==> src/rtl/tone_sequencer.sv <==
`default_nettype none
// ============================================================================
// Module   : tone_sequencer
// Brief    : Plays a 16-entry note table as signed square waves on the audio
//            DAC sample path, with a programmable silent gap between notes.
// Revision : 1.0 - initial release
// ============================================================================
module tone_sequencer #(
    parameter int GAP_SAMPLES = 64
) (
    input  logic        iCLK,
    input  logic        iRST,
    input  logic        iSTROBE,
    input  logic        iWR,
    input  logic [3:0]  iWADDR,
    input  logic [23:0] iWDATA,
    input  logic        iSTART,
    input  logic        iSTOP,
    input  logic [4:0]  iLEN,
    input  logic        iLOOP,
    output logic [15:0] oAUDIO,
    output logic        oBUSY,
    output logic        oDONE,
    output logic [3:0]  oNOTE_IDX
);

    localparam logic [15:0] c_GAP     = 16'(GAP_SAMPLES);
    localparam logic        c_HAS_GAP = (GAP_SAMPLES != 0);

    typedef enum logic [1:0] {
        S_IDLE = 2'd0,
        S_LOAD = 2'd1,
        S_PLAY = 2'd2,
        S_GAP  = 2'd3
    } state_t;

    state_t      r_state;
    state_t      w_state_nxt;

    logic [23:0] r_table [16];
    logic [4:0]  r_len;
    logic [3:0]  r_idx;
    logic [7:0]  r_hp;
    logic [3:0]  r_amp;
    logic [11:0] r_dur;
    logic [7:0]  r_phcnt;
    logic        r_phase;
    logic [15:0] r_gap_cnt;
    logic [15:0] r_audio;
    logic        r_done;

    logic [3:0]  w_idx_nxt;
    logic        w_done_nxt;
    logic        w_advance;
    logic        w_start_ok;
    logic        w_last_note;
    logic [23:0] w_entry;
    logic [15:0] w_mag;
    logic [15:0] w_sample;

    assign w_start_ok  = (r_state == S_IDLE) && iSTART && !iSTOP;
    assign w_last_note = ({1'b0, r_idx} + 5'd1) >= r_len;
    assign w_entry     = r_table[r_idx];
    // Amplitude sits just below the sign bit, so 15 peaks at 0x7800.
    assign w_mag       = {1'b0, r_amp, 11'b0};
    assign w_sample    = (r_hp == 8'd0) ? 16'd0 :
                         (r_phase ? w_mag : (~w_mag + 16'd1));

    // Table storage has no reset; entries are undefined until written.
    always_ff @(posedge iCLK) begin
        if (iWR && (r_state == S_IDLE)) begin
            r_table[iWADDR] <= iWDATA;
        end
    end

    always_ff @(posedge iCLK or posedge iRST) begin
        if (iRST) begin
            r_state <= S_IDLE;
        end else begin
            r_state <= w_state_nxt;
        end
    end

    always_comb begin
        w_state_nxt = r_state;
        w_idx_nxt   = r_idx;
        w_done_nxt  = 1'b0;
        w_advance   = 1'b0;
        case (r_state)
            S_IDLE: begin
                if (w_start_ok) begin
                    if (iLEN != 5'd0) begin
                        w_state_nxt = S_LOAD;
                        w_idx_nxt   = 4'd0;
                    end else begin
                        w_done_nxt = 1'b1;
                    end
                end
            end
            S_LOAD: w_state_nxt = S_PLAY;
            S_PLAY: begin
                if (iSTROBE && (r_dur == 12'd1)) begin
                    if (c_HAS_GAP) begin
                        w_state_nxt = S_GAP;
                    end else begin
                        w_advance = 1'b1;
                    end
                end
            end
            S_GAP: begin
                if (iSTROBE && (r_gap_cnt == 16'd1)) begin
                    w_advance = 1'b1;
                end
            end
            default: w_state_nxt = S_IDLE;
        endcase

        if (w_advance) begin
            if (!w_last_note) begin
                w_state_nxt = S_LOAD;
                w_idx_nxt   = r_idx + 4'd1;
            end else if (iLOOP) begin
                w_state_nxt = S_LOAD;
                w_idx_nxt   = 4'd0;
            end else begin
                w_state_nxt = S_IDLE;
                w_done_nxt  = 1'b1;
            end
        end

        // Stop overrides everything, including a start or a natural finish.
        if (iSTOP) begin
            w_state_nxt = S_IDLE;
            w_idx_nxt   = r_idx;
            w_done_nxt  = 1'b0;
        end
    end

    always_ff @(posedge iCLK or posedge iRST) begin
        if (iRST) begin
            r_len     <= 5'd0;
            r_idx     <= 4'd0;
            r_hp      <= 8'd0;
            r_amp     <= 4'd0;
            r_dur     <= 12'd0;
            r_phcnt   <= 8'd0;
            r_phase   <= 1'b0;
            r_gap_cnt <= 16'd0;
            r_audio   <= 16'd0;
            r_done    <= 1'b0;
        end else begin
            r_done <= w_done_nxt;
            r_idx  <= w_idx_nxt;
            if (w_start_ok) begin
                r_len <= iLEN;
            end
            case (r_state)
                S_IDLE: r_audio <= 16'd0;
                S_LOAD: begin
                    r_hp    <= w_entry[23:16];
                    r_amp   <= w_entry[15:12];
                    r_dur   <= (w_entry[11:0] == 12'd0) ? 12'd1 : w_entry[11:0];
                    r_phase <= 1'b1;
                    r_phcnt <= w_entry[23:16];
                end
                S_PLAY: begin
                    if (iSTROBE) begin
                        r_audio <= w_sample;
                        r_dur   <= r_dur - 12'd1;
                        if (r_phcnt == 8'd1) begin
                            r_phcnt <= r_hp;
                            r_phase <= ~r_phase;
                        end else begin
                            r_phcnt <= r_phcnt - 8'd1;
                        end
                        if (r_dur == 12'd1) begin
                            r_gap_cnt <= c_GAP;
                        end
                    end
                end
                S_GAP: begin
                    if (iSTROBE) begin
                        r_audio   <= 16'd0;
                        r_gap_cnt <= r_gap_cnt - 16'd1;
                    end
                end
                default: ;
            endcase
            if (iSTOP) begin
                r_audio <= 16'd0;
            end
        end
    end

    assign oAUDIO    = r_audio;
    assign oBUSY     = (r_state != S_IDLE);
    assign oDONE     = r_done;
    assign oNOTE_IDX = r_idx;

endmodule
`default_nettype wire

==> config.mk <==
export PLATFORM = sky130hd
export DESIGN_NAME = tone_sequencer
export DESIGN_NICKNAME = d
export VERILOG_FILES = /design/src/rtl/tone_sequencer.sv
export SDC_FILE = /design/constraint.sdc
export NUM_CORES = 1
export LEC_CHECK = 0
export BUFFER_PORTS_ARGS = -buffer_cell sky130_fd_sc_hd__buf_2
export CAP_MARGIN = 15
export CORE_UTILIZATION = 55
export CTS_CLUSTER_SIZE = 25
export DETAILED_ROUTE_END_ITERATION = 12
export PLACE_DENSITY_LB_ADDON = 0.15
export SLEW_MARGIN = 20
export SYNTH_ARGS = -nofsm -noshare
export SYNTH_HDL_FRONTEND = slang
export SYNTH_SLANG_ARGS = --single-unit
==> constraint.sdc <==
create_clock -name iCLK -period 7.5 [get_ports iCLK]
set_input_delay 0 -clock iCLK [delete_from_list [all_inputs] [get_ports iCLK]]
set_output_delay 0 -clock iCLK [all_outputs]
set_load 0.01 [all_outputs]
==> metrics.yaml <==
grt_max_degree: 67
cts_buffer_depth: 3
overflow: 0
fin_crit_sh_pct: 45.2
mostFrequentLayoutCell: "edfxtp_1"
place.gp.congestion: 0.845
dieHeight_um: 185
cts_root_buffer: "clkbuf_16"
hp-class: "in2reg"
max_freq_ghz: 0.295
maxCapViolCount: 0
wirelength_um: 39900
ant_nets: 0
powerDensity_nw_per_um2: 260
endpoint_kind: "flop"
drive_gt1_share_pct: 25.0
grt_pass1_wl_um: 59800
hpwl_um: 22400
synth_ff_type: "edfxtp_1"
drv_slew: 0
port_buffers: 50
path_clk_slew_ns: 0.07
met2_wirelength_um: 20500
layout_common_cells: "edfxtp_1 (384), mux4_2 (108), dfrtp_1 (64)"
hold_ws_ns: 0.155
p_leak_uw: 0.00701
setup_tns_ns: 0
min_from: "iWR"
netlist_area_um2: 18400
final_core_util_pct: 64.6
drc: 0
finalHoldViolCount: 0
holdBufCountCts: 43
slew_headroom_pct: 23.8
worstSetupStartpointType: "flop"
ios: 62
clock-sinks: 450
status: "complete, no violations"
synthCells: 1023
required_ns: 7.98
cts_made_buffers: 45
nNetsFinal: 1192
dr_wl_met3_um: 2250
htreeDepth: 2
syn_to_final_growth_pct: 14.8
rsz0062_at_grt: "no"
routedWlPerCell_um: 24.7
setup.worst_path.start: "oNOTE_IDX[2]"
cts_tree: "done"
routed_via_density: 6.07
setup_viol: 0
whs_path_depth: 3
n_antenna_cell: 0
ys_ff_latch: 450
finalClockSkew_ns: 0.0189
arrival_ns: 3.87
num_vias: 9780
reg2reg_depth: 10
start_util_pct: 56.3
clk_latency_ns: 0.57
worst_slew_pin_slew_ns: 1.14
fillers: 2301
min_period_ns: 3.39
die_area_um2: 34200
ir_drop_mv: 0.172
reg2reg_from: "oNOTE_IDX[2]"
die_w_um: 185
wl_met1_um: 16300
grt_pass1_vias: 9872
rows: 66
avgSynthCellArea_um2: 18.0
top_layer_used: "met4"
ys_seq_area_share_pct: 71.6
worstSetupPathType: "reg2reg"
cts.repair.resized: 0
synth-edff-count: 384
path_max_fanout: 17
ys_warn_count: 0
multi_input_area_um2: 5000
cts_setup_buffers: 0
drt_iter0_drc: 827
async_flop_share_pct: 14.7
grt_usage_pct: 24.4
yosysUniqueCellTypes: 58
register_area_um2: 13200
antenna_found_initial: 1
first_pass_iters: 6
coreArea_um2: 32700
[area by class of cell]
type / instances / area share [%]
Inverter: 21 / 0.373
Timing Repair Buffer: 117 / 4.37
Clock buffer: 58 / 5.75
Sequential cell: 450 / 62.4
Multi-Input combinational cell: 500 / 23.6
Tap cell: 442 / 2.62
Clock inverter: 24 / 0.846
[metrics by stage]
stage	instances	cell area, um2	setup WS, ns	power [uW]
floorplan	1033	18400	4.26	3250
global placement	1484	19200	4.06	3380
detailed placement	1486	19300	4.06	3390
CTS	1611	21100	4.00	5520
global route	1612	21100	3.86	5680
finish	1612	21100	4.11	5490
[cell usage after synthesis (4+ instances only)]
cell type,number,area [um2]
a22o_1,6,52.6
a22oi_1,17,128
mux4_2,108,2430
a21o_1,5,37.5
nor3_1,18,90.1
nand2b_1,11,68.8
inv_1,21,78.8
nor2b_1,4,25.0
o31ai_1,9,67.6
nand2_1,51,191
or4_1,5,37.5
a21oi_1,31,155
or3_1,6,37.5
a31oi_1,6,37.5
mux2_2,16,180
clkbuf_1,32,120
buf_1,7,26.3
mux2i_1,9,90.1
nor2_1,58,218
nand4b_1,4,35.0
edfxtp_1,384,11500
a211oi_1,5,37.5
buf_4,11,82.6
dfrtp_1,66,1650
nor4_1,6,37.5
xnor2_1,7,61.3
o21ai_0,41,205
nand3_1,8,40.0
ha_1,17,213
buf_2,10,50.1
[layer usage]
metal | track usage, % | up-vias
li1 | - | 4313
met1 | 32.5 | 5098
met2 | 42.1 | 311
met3 | 3.40 | 58
met4 | 7.21 | 0
met5 | 0 | -
[critical path, stage by stage, from the launching register on]
cell and delay [ns]:
dfrtp_1 0.87, buf_4 0.45, nand3_1 0.14, xnor2_1 0.17
ha_1 0.29, nand2_1 0.04, o21ai_0 0.34, nand2b_1 0.15
o21ai_0 0.16, dlygate4sd3_1 0.56, nor2b_1 0.13
[final timing paths]
path	endpoint	slack, ns
max in group asynchronous	oNOTE_IDX[0]	6.58
min in group asynchronous	r_len[1]	0.25
hold reg to reg	oAUDIO[15]	0.49
hold / removal	r_table[7][10]	0.15
setup reg to reg	oDONE	4.11
setup / recovery	oDONE	4.11
[kinds of logic (layout without fill, tap and decap cells)]
kind of cell / after synthesis / count (layout) / share of synthesized area [%]
AOI/OAI and AO/OA: 139 / 139 / 4.76
xor gates and xnor gates: 10 / 10 / 0.476
other: 1 / 11 / 0.0204
and+or+nand+nor: 189 / 189 / 5.08
DFF: 450 / 450 / 71.6
adders and majority gates: 17 / 17 / 1.16
buffers and inverters: 83 / 220 / 2.07
muxes: 134 / 134 / 14.8
[where the power goes]
part / total, uW / switching (uW) / internal [uW]
Combinational: 403 / 229 / 175
Clock: 2120 / 927 / 1190
Sequential: 2970 / 119 / 2850
Total: 5490 / 1270 / 4210
[flip-flops by register name (all words and copies together), names as in the netlist]
| signal | cells |
|---|---|
| r_state | 2 |
| oDONE | 1 |
| r_phase | 1 |
| r_table | 384 |
| oAUDIO | 5 |
| r_gap_cnt | 16 |
| r_len | 5 |
| r_amp | 4 |
| r_hp | 8 |
| oNOTE_IDX | 4 |
| r_dur | 12 |
| r_phcnt | 8 |
No activity file was read; power rests on OpenSTA's default activity.
